`config.mk`:
```
export PLATFORM = sky130hd
export DESIGN_NAME = fetch_unit_flat
export DESIGN_NICKNAME = d
export VERILOG_FILES = /design/src/rtl/fetch_unit_if.sv /design/src/rtl/fetch_unit.sv /design/src/flat_wrapper.sv
export SDC_FILE = /design/constraint.sdc
export NUM_CORES = 1
export LEC_CHECK = 0
export BUFFER_PORTS_ARGS = -buffer_cell sky130_fd_sc_hd__buf_2
export CAP_MARGIN = 20
export CORE_MARGIN = 1.5
export CORE_UTILIZATION = 35
export CTS_BUF_LIST = sky130_fd_sc_hd__clkbuf_16
export DETAILED_ROUTE_END_ITERATION = 10
export GPL_ROUTABILITY_DRIVEN = 0
export GPL_TIMING_DRIVEN = 0
export PLACE_DENSITY_LB_ADDON = 0.08
export REMOVE_ABC_BUFFERS = 1
export SLEW_MARGIN = 20
export SYNTH_ARGS = -nofsm -noshare
export SYNTH_HDL_FRONTEND = slang
export SYNTH_SLANG_ARGS = --single-unit
```
`constraint.sdc`:
```
create_clock -name clk -period 6.66 [get_ports clk]
set_clock_uncertainty 0.15 [all_clocks]
set_input_delay 0.999 -clock clk [delete_from_list [all_inputs] [get_ports clk]]
set_output_delay 0.999 -clock clk [all_outputs]
set_load 0.01 [all_outputs]
```
`src/rtl/fetch_unit_if.sv`:
```
// Fetch unit bus bundle: instruction-memory request/response, redirect input and decode-side buffer head.
// Optional misalign_err member exists only when FETCH_MISALIGN_CHECK_EN is defined.
interface fetch_unit_if;
  logic        imem_req_valid;
  logic        imem_req_ready;
  logic [31:0] imem_addr;
  logic        imem_rsp_valid;
  logic [31:0] imem_rsp_data;
  logic        redirect;
  logic [31:0] redirect_target;
  logic        instr_valid;
  logic        instr_ready;
  logic [31:0] instr;
  logic [31:0] instr_pc;
  logic [6:0]  opcode;
  logic [2:0]  funct3;
  logic [6:0]  funct7;
`ifdef FETCH_MISALIGN_CHECK_EN
  logic        misalign_err;
`endif

  modport master (
`ifdef FETCH_MISALIGN_CHECK_EN
    output misalign_err,
`endif
    output imem_req_valid, imem_addr, instr_valid, instr, instr_pc, opcode, funct3, funct7,
    input  imem_req_ready, imem_rsp_valid, imem_rsp_data, redirect, redirect_target, instr_ready
  );

  modport slave (
`ifdef FETCH_MISALIGN_CHECK_EN
    input  misalign_err,
`endif
    input  imem_req_valid, imem_addr, instr_valid, instr, instr_pc, opcode, funct3, funct7,
    output imem_req_ready, imem_rsp_valid, imem_rsp_data, redirect, redirect_target, instr_ready
  );
endinterface

```
`src/rtl/fetch_unit.sv`:
```
// Single-outstanding instruction fetch unit with a small circular instruction buffer toward decode.
// Define FETCH_MISALIGN_CHECK_EN to add the sticky misaligned-redirect flag (bus.misalign_err).
module fetch_unit #(
  parameter logic [31:0] RESET_PC  = 32'h0000_0000,
  parameter int unsigned BUF_DEPTH = 2
) (
  input  logic          clk,
  input  logic          rst_n,
  fetch_unit_if.master  bus
);

  localparam int unsigned PTR_W = (BUF_DEPTH > 1) ? $clog2(BUF_DEPTH) : 1;
  localparam int unsigned CNT_W = $clog2(BUF_DEPTH + 1);

  typedef enum logic [1:0] {ST_IDLE, ST_WAIT, ST_DISCARD} state_t;

  state_t            r_state;
  state_t            w_state_nxt;
  logic [31:0]       r_pc;
  logic [31:0]       r_issue_pc;
  logic [CNT_W-1:0]  r_count;
  logic [PTR_W-1:0]  r_rd_ptr;
  logic [PTR_W-1:0]  r_wr_ptr;
  logic [31:0]       r_buf_instr [BUF_DEPTH];
  logic [31:0]       r_buf_pc    [BUF_DEPTH];

  logic        w_req_valid;
  logic        w_issue;
  logic        w_push;
  logic        w_pop;
  logic        w_has_data;
  logic        w_not_full;
  logic [31:0] w_target;
  logic [31:0] w_head_instr;
  logic [31:0] w_head_pc;

  function automatic logic [PTR_W-1:0] ptr_inc(input logic [PTR_W-1:0] p);
    return (p == PTR_W'(BUF_DEPTH - 1)) ? '0 : p + PTR_W'(1);
  endfunction

  assign w_has_data = (r_count != '0);
  assign w_not_full = (r_count < CNT_W'(BUF_DEPTH));
  assign w_target   = {bus.redirect_target[31:2], 2'b00};

  // State register
  always_ff @(posedge clk or negedge rst_n) begin
    if (!rst_n) r_state <= ST_IDLE;
    else        r_state <= w_state_nxt;
  end

  // Next state and request valid; a response always closes the outstanding request
  always_comb begin
    w_state_nxt = r_state;
    w_req_valid = 1'b0;
    case (r_state)
      ST_IDLE: begin
        w_req_valid = rst_n && w_not_full && !bus.redirect;
        if (w_req_valid && bus.imem_req_ready) w_state_nxt = ST_WAIT;
      end
      ST_WAIT: begin
        if (bus.imem_rsp_valid) w_state_nxt = ST_IDLE;
        else if (bus.redirect)  w_state_nxt = ST_DISCARD;
      end
      ST_DISCARD: begin
        if (bus.imem_rsp_valid) w_state_nxt = ST_IDLE;
      end
      default: w_state_nxt = ST_IDLE;
    endcase
  end

  assign w_issue = w_req_valid && bus.imem_req_ready;
  assign w_push  = (r_state == ST_WAIT) && bus.imem_rsp_valid && !bus.redirect;
  assign w_pop   = w_has_data && bus.instr_ready && !bus.redirect;

  // PC, occupancy and pointers; redirect flushes and wins over everything else
  always_ff @(posedge clk or negedge rst_n) begin
    if (!rst_n) begin
      r_pc       <= {RESET_PC[31:2], 2'b00};
      r_issue_pc <= '0;
      r_count    <= '0;
      r_rd_ptr   <= '0;
      r_wr_ptr   <= '0;
    end else begin
      if (w_issue) r_issue_pc <= r_pc;
      if (bus.redirect) begin
        r_pc     <= w_target;
        r_count  <= '0;
        r_rd_ptr <= '0;
        r_wr_ptr <= '0;
      end else begin
        if (w_issue) r_pc     <= r_pc + 32'd4;
        if (w_push)  r_wr_ptr <= ptr_inc(r_wr_ptr);
        if (w_pop)   r_rd_ptr <= ptr_inc(r_rd_ptr);
        if (w_push && !w_pop)      r_count <= r_count + CNT_W'(1);
        else if (!w_push && w_pop) r_count <= r_count - CNT_W'(1);
      end
    end
  end

  // Buffer storage carries no reset; validity comes from r_count
  always_ff @(posedge clk) begin
    if (w_push) begin
      r_buf_instr[r_wr_ptr] <= bus.imem_rsp_data;
      r_buf_pc[r_wr_ptr]    <= r_issue_pc;
    end
  end

  assign w_head_instr = w_has_data ? r_buf_instr[r_rd_ptr] : '0;
  assign w_head_pc    = w_has_data ? r_buf_pc[r_rd_ptr]    : '0;

  assign bus.imem_req_valid = w_req_valid;
  assign bus.imem_addr      = r_pc;
  assign bus.instr_valid    = w_has_data;
  assign bus.instr          = w_head_instr;
  assign bus.instr_pc       = w_head_pc;
  assign bus.opcode         = w_head_instr[6:0];
  assign bus.funct3         = w_head_instr[14:12];
  assign bus.funct7         = w_head_instr[31:25];

`ifdef FETCH_MISALIGN_CHECK_EN
  logic r_misalign_err;

  always_ff @(posedge clk or negedge rst_n) begin
    if (!rst_n)                                            r_misalign_err <= 1'b0;
    else if (bus.redirect && (bus.redirect_target[1:0] != 2'b00)) r_misalign_err <= 1'b1;
  end

  assign bus.misalign_err = r_misalign_err;
`else
  logic w_unused_target_lsb;
  assign w_unused_target_lsb = ^bus.redirect_target[1:0];
`endif

endmodule
```
`src/flat_wrapper.sv`:
```
// flat-port wrapper written by rule: the top's interface ports become plain ports
module fetch_unit_flat 
#(
  parameter logic [31:0] RESET_PC  = 32'h0000_0000,
  parameter int unsigned BUF_DEPTH = 2
)
  (clk, rst_n, bus_imem_req_valid, bus_imem_addr, bus_instr_valid, bus_instr, bus_instr_pc, bus_opcode, bus_funct3, bus_funct7, bus_imem_req_ready, bus_imem_rsp_valid, bus_imem_rsp_data, bus_redirect, bus_redirect_target, bus_instr_ready);
  fetch_unit_if bus_i ();
  input  logic clk;
  input  logic rst_n;
  output wire logic [$bits(bus_i.imem_req_valid)-1:0] bus_imem_req_valid;
  output wire logic [$bits(bus_i.imem_addr)-1:0] bus_imem_addr;
  output wire logic [$bits(bus_i.instr_valid)-1:0] bus_instr_valid;
  output wire logic [$bits(bus_i.instr)-1:0] bus_instr;
  output wire logic [$bits(bus_i.instr_pc)-1:0] bus_instr_pc;
  output wire logic [$bits(bus_i.opcode)-1:0] bus_opcode;
  output wire logic [$bits(bus_i.funct3)-1:0] bus_funct3;
  output wire logic [$bits(bus_i.funct7)-1:0] bus_funct7;
  input wire logic [$bits(bus_i.imem_req_ready)-1:0] bus_imem_req_ready;
  input wire logic [$bits(bus_i.imem_rsp_valid)-1:0] bus_imem_rsp_valid;
  input wire logic [$bits(bus_i.imem_rsp_data)-1:0] bus_imem_rsp_data;
  input wire logic [$bits(bus_i.redirect)-1:0] bus_redirect;
  input wire logic [$bits(bus_i.redirect_target)-1:0] bus_redirect_target;
  input wire logic [$bits(bus_i.instr_ready)-1:0] bus_instr_ready;
  assign bus_imem_req_valid = bus_i.imem_req_valid;
  assign bus_imem_addr = bus_i.imem_addr;
  assign bus_instr_valid = bus_i.instr_valid;
  assign bus_instr = bus_i.instr;
  assign bus_instr_pc = bus_i.instr_pc;
  assign bus_opcode = bus_i.opcode;
  assign bus_funct3 = bus_i.funct3;
  assign bus_funct7 = bus_i.funct7;
  assign bus_i.imem_req_ready = bus_imem_req_ready;
  assign bus_i.imem_rsp_valid = bus_imem_rsp_valid;
  assign bus_i.imem_rsp_data = bus_imem_rsp_data;
  assign bus_i.redirect = bus_redirect;
  assign bus_i.redirect_target = bus_redirect_target;
  assign bus_i.instr_ready = bus_instr_ready;
  fetch_unit #(.RESET_PC(RESET_PC), .BUF_DEPTH(BUF_DEPTH)) u_core (.clk(clk), .rst_n(rst_n), .bus(bus_i));
endmodule
```
==> metrics.txt, run 1 <==
RSZ-0062 raised after global routing false; Seq cells post-synth 190; WL final 19400 um; post-cts hold buffer count 0; Tightest Hold Check Type reg -> reg; Max clock buf depth 2; clock sinks 190; vias in the first global route 5676; Root Buffer clkbuf_16; fillcell total 2168; Yosys top cell area share 45.9%; Initial Util 35.7%; P&R area growth vs syn 22.6%; CTS tree built; Post-synth EDFFs 124; CP required 5.51 ns; DRC violations left 0; P_leak 4.13 nW; Gate Count Post-Synth 658; Buf/Inv on CP 3; most frequent cells after synthesis edfxtp_1, nand2_1, nor2_1, dfrtp_1, mux2i_1; FFs w/ async S/R, synth 34.7%; kind of critical path in -> out; Worst EP arrival 2.12 ns; synth top area cells edfxtp_1, dfrtp_1, mux2i_1, nand2_1, nor2_1; crit path max-delay cell type buf_4; max incr delay on CP 0.36 ns; mapped cell area 8110 um^2; crit-path cells buf_4 > buf_16 > nand2b_1 > nor4_1 > buf_2; Period Utilization, post-route 49.1%; routed length per instance 17.3 um; Layout Nets 896; YS warnings 0; Final Critical Period 3.27 ns; total CTS buffers 17; CP max FO 40; H-tree Lvls 4; via density per instance 4.97; total of max-cap violations 0; Die ar. 24100 um^2; Setup crit start kind input pin; Max Fclk 306 MHz; CTS clk-pin slew, worst paths 0.07 ns; share of layout cells above drive strength 1 29.7%; Seq/Total Area, Yosys 66.3%; initial antenna violation count 0; ANT cells 0; Worst-Margin Slew 0.992 ns; global route overflow 0; most common cell in the netlist edfxtp_1; post-layout util 43.8%; detailed-route via count 5581; number of port buffers 178; Total GRT Usage 16.4%; first-pass GRT wire length 30300 um; HPWL Detailed 13300 um; FP Rows 55; Crit. End Element output pin; drt initial violations 267; post-CTS setup buffers 0; Relative slew margins 33.9%; PwrDens 261 nW/um^2; Worst-Skew Late Latency 0.43 ns; biggest area consumer among synthesized cells edfxtp_1; outcome complete, no violations; core box area 22700 um^2; Die Wd 155 um; Avg Cell Area, Syn 12.3 um^2; Worst VDD drop 140 uV; post-cts sizing count 0; Main synth FF type edfxtp_1; Pwr Total 2.59 mW; Ports 185; largest net degree at the start of global routing 56; Post-DRT Antenna Nets 0; Yosys cell types 47; Fin. Hold Viols 0; Pre-antenna DRT Iters 4; Setup-failing EPs final 0; Slew Limit Fails 0; Crit path max-delay family buffers and inverters; die height 155 um
==> cells in the final DEF (no fill, tap or decap), types with 2 or more instances in the layout <==
master      count
a21oi_1         5
a221o_1         6
a22oi_1         4
a31o_2          2
a31oi_1         6
a32oi_1         3
and2_1          5
and3_1          3
and4_1          2
buf_16          4
buf_2         177
buf_4          14
buf_6           8
clkbuf_16      17
clkinv_1        2
clkinv_4        3
clkinvlp_4      2
conb_1          4
dfrtp_1        65
edfxtp_1      124
inv_1           4
inv_6           3
inv_8           3
mux2i_1        66
nand2_1       119
nand2b_1        3
nand3_1        16
nand3b_1        2
nand4_1         9
nor2_1         81
nor2_4          2
nor2b_1         2
nor3_1          5
nor4_1          3
nor4_4          2
o211ai_1        5
o21ai_0        19
o21ai_1         7
o311ai_1        8
xor2_1          4
==> routing by layer <==
metal	vias up	wire length [um]	GRT usage, %
li1	2660	-	-
met1	2709	8750	20.6
met2	186	9280	27.7
met3	26	987	3.15
met4	0	377	6.76
met5	-	0	0
==> sequential cells by signal (all words and copies together), names as in the netlist <==
signal,cells
u_core.r_state,2
u_core.r_buf_pc,60
u_core.r_wr_ptr,1
u_core.bus.imem_addr,30
u_core.r_buf_instr,64
u_core.r_rd_ptr,1
u_core.r_count,2
u_core.r_issue_pc,30
==> path summary, 6_finish.rpt <==
| kind | start | end | slack [ns] | cells past startpoint |
|---|---|---|---|---|
| worst max-delay path | rst_n | bus_imem_req_valid | 3.39 | 5 |
| worst min-delay path | u_core.r_issue_pc[9] | u_core.r_buf_pc[0][9] | 0.31 | 0 |
| worst max register to register | u_core.bus.imem_addr[2] | u_core.bus.imem_addr[24] | 3.94 | 6 |
| worst min register to register | u_core.r_issue_pc[9] | u_core.r_buf_pc[0][9] | 0.31 | 0 |
| max in group asynchronous | rst_n | u_core.r_rd_ptr | 5.43 | 2 |
| min in group asynchronous | rst_n | u_core.r_issue_pc[27] | 0.34 | 1 |
==> per-stage QoR <==
stage	cells	TNS [ns]	hold WS, ns	setup slack, ns	cell area [um^2]
floorplan	602	0	0.288	0.153	7780
global placement	1065	-421.95	0.297	-3.65	9030
detailed placement	1091	0	0.308	3.10	9390
CTS	1123	0	0.313	3.32	9940
global route	1123	0	0.329	3.16	9940
finish	1123	0	0.312	3.39	9940
==> final cells by class <==
type / instances / area [um^2] / area share, %
sequential: 190 / 5380 / 54.1
clock buffer: 17 / 425 / 4.28
tap: 285 / 357 / 3.59
inverter: 4 / 15.0 / 0.151
clock inverter: 15 / 130 / 1.31
timing repair buffer: 204 / 1210 / 12.2
multi-input combinational: 408 / 2420 / 24.4
==> kinds of logic after synthesis <==
group           Yosys count  synth area share (%)
compound gates           68                  5.66
flops                   190                  66.3
other cells               1                0.0463
fa+ha+maj                 1                 0.154
buf+inv                  63                  4.37
mux                      68                  8.43
simple gates            262                  14.5
xor+xnor                  5                 0.540
==> where the power goes <==
| group | switching (mW) | leakage [nW] | internal, mW |
|---|---|---|---|
| Sequential | 0.0691 | 1.95 | 1.35 |
| Combinational | 0.121 | 1.91 | 0.0908 |
| Clock | 0.474 | 0.268 | 0.491 |
No activity file was read; power rests on OpenSTA's default activity.
==> inputs of run 2 (changes only) <==
==> constraint.sdc (replaced) <==
create_clock -name clk -period 2.9 [get_ports clk]
set_clock_uncertainty 0.15 [all_clocks]
set_input_delay 0.435 -clock clk [delete_from_list [all_inputs] [get_ports clk]]
set_output_delay 0.435 -clock clk [all_outputs]
set_load 0.01 [all_outputs]
==> metrics.txt, run 2 (synthesis results as in run 1) <==
final worst slack 0.176 ns (-3.22 ns); RSZ-0062 raised after global routing false; crit-path cells dlygate4sd3_1 > buf_4 > buf_16 > nand3b_4 > or4_4 > buf_16 > nand2_2 > o21ai_0 > a221o_1; Final Critical Period 2.72 ns; sum of negative setup slack 0 ns (unchanged); CP max FO 55 (+38%); Worst VDD drop 322 uV (+130%); P_leak 4.15 nW (+0.33%); final worst hold slack 0.0381 ns (-0.274 ns); Max Fclk 367 MHz; drt initial violations 226 (-15%); Inst Count DP 1091 (unchanged); HPWL Detailed 13300 um (unchanged); CP dominant cell by count buf_16; Die Wd 155 um (unchanged); r2r setup slk 0.21 ns (-3.73 ns); outcome complete, no violations; Total GRT Usage 16.4% (unchanged); Tightest Hold Check Type in -> reg; Setup-failing EPs final 0 (unchanged); WL final 19400 um (+0.10%); Post-DRT Antenna Nets 0 (unchanged); largest net degree at the start of global routing 56 (unchanged); Pre-antenna DRT Iters 4 (unchanged); design area 9970 um^2 (+0.30%); ANT cells 0 (unchanged); CTS tree built; commonest non-fill, non-tap cells in the layout buf_2, edfxtp_1, nand2_1; CTS clk-pin slew, worst paths 0.08 ns (about the same); P&R area growth vs syn 23.0%; Crit path max-delay family buffers and inverters; FP Rows 55 (unchanged); share of layout cells above drive strength 1 29.8% (+0.048 points); detailed-route via count 5582 (+0.018%); CP required 3.07 ns (-2.44 ns); biggest regs u_core.r_buf_instr: 64 flops, u_core.r_buf_pc: 60 flops; Period Utilization, post-route 93.9%; routed length per instance 17.3 um (about the same); max reg flops 64 (unchanged); Worst EP arrival 2.89 ns (+0.77 ns); crit path max-delay cell type or4_4; vias in the first global route 5685 (+0.16%); die height 155 um (unchanged); final std cells w/o fill 1125 (+0.18%); Worst-Margin Slew 0.995 ns (+0.00328 ns); Layout Nets 898 (+0.22%); first-pass GRT wire length 30300 um (unchanged); max incr delay on CP 0.54 ns (+0.18 ns); Die ar. 24100 um^2 (unchanged); total of max-cap violations 0 (unchanged); area post-placement 9390 um^2 (unchanged); initial antenna violation count 0 (unchanged); Slew Limit Fails 0 (unchanged); number of port buffers 178 (unchanged); Fin. Hold Viols 0 (unchanged); total CTS buffers 17 (unchanged); Root Buffer clkbuf_16; kind of critical path in -> reg; post-cts sizing count 0 (unchanged); Buf/Inv on CP 4 (+1); Initial Util 35.7% (unchanged); PwrDens 597 nW/um^2 (+130%); Biggest register u_core.r_buf_instr; DRC violations left 0 (unchanged); most common cell after layout, fill and taps aside buf_2; via density per instance 4.96 (-0.16%); Relative slew margins 33.6% (-0.22 points); H-tree Lvls 4 (unchanged); Worst-Skew Late Latency 0.43 ns (about the same); Max clock buf depth 2 (unchanged); Setup crit start kind input pin; fillcell total 2168 (unchanged); dpl ws -0.0955 ns (-3.20 ns); clock sinks 190 (unchanged); global route overflow 0 (unchanged); Crit. End Element register; core box area 22700 um^2 (unchanged); Ports 185 (unchanged)
[run 2: final cells by class]
class                   instances  area, um^2  area share [%]
clock buffers                  17         425            4.27
clock inverters                15         130            1.30
inverters                       4        15.0           0.151
multi-input cells             408        2420            24.3
flip-flops and latches        190        5380            53.9
well taps                     285         357            3.58
repair buffers                206        1240            12.4
[run 2: worst reg2reg max path, cell delays in order (launching register included)]
cell	delay [ns]
dfrtp_1	0.44
ha_1	0.29
nand3_1	0.20
nor4_4	0.81
nand2_1	0.16
or4_1	0.49
nand3_1	0.09
[run 2: routing by layer]
layer,vias up,track usage [%],share of wire [%]
met5,-,0,0
met4,0,6.76,2.0
met3,26,3.15,4.9
met2,168,27.7,48
met1,2720,20.6,45
li1,2668,-,-
[run 2: per-stage QoR]
stage	total power, mW	util [%]
CTS	6.04	43.9
global route	6.21	43.9
detailed placement	3.81	41.3
global placement	3.77	39.8
floorplan	3.53	-
finish	5.96	43.9
[run 2: path summary, 6_finish.rpt]
check / start / end / cells past startpoint
worst max-delay path: rst_n / u_core.bus.imem_addr[10] / 9
worst min-delay path: bus_imem_rsp_data[24] / u_core.r_buf_instr[0][24] / 1
worst max register to register: u_core.bus.imem_addr[2] / u_core.bus.imem_addr[24] / 6
worst min register to register: u_core.r_issue_pc[9] / u_core.r_buf_pc[0][9] / 0
max in group asynchronous: rst_n / u_core.r_rd_ptr / 3
min in group asynchronous: rst_n / u_core.r_issue_pc[27] / 3
[run 2: timing repair]
action,CTS,global route
hold buffers,2,0
endpoints found under the hold margin,28,0
setup buffers,0,0
[run 2: report_power, final]
| group | leakage (nW) | internal [mW] | switching, mW |
|---|---|---|---|
| clock network | 0.268 | 1.13 | 1.09 |
| registers | 1.95 | 3.09 | 0.159 |
| logic | 1.93 | 0.212 | 0.280 |
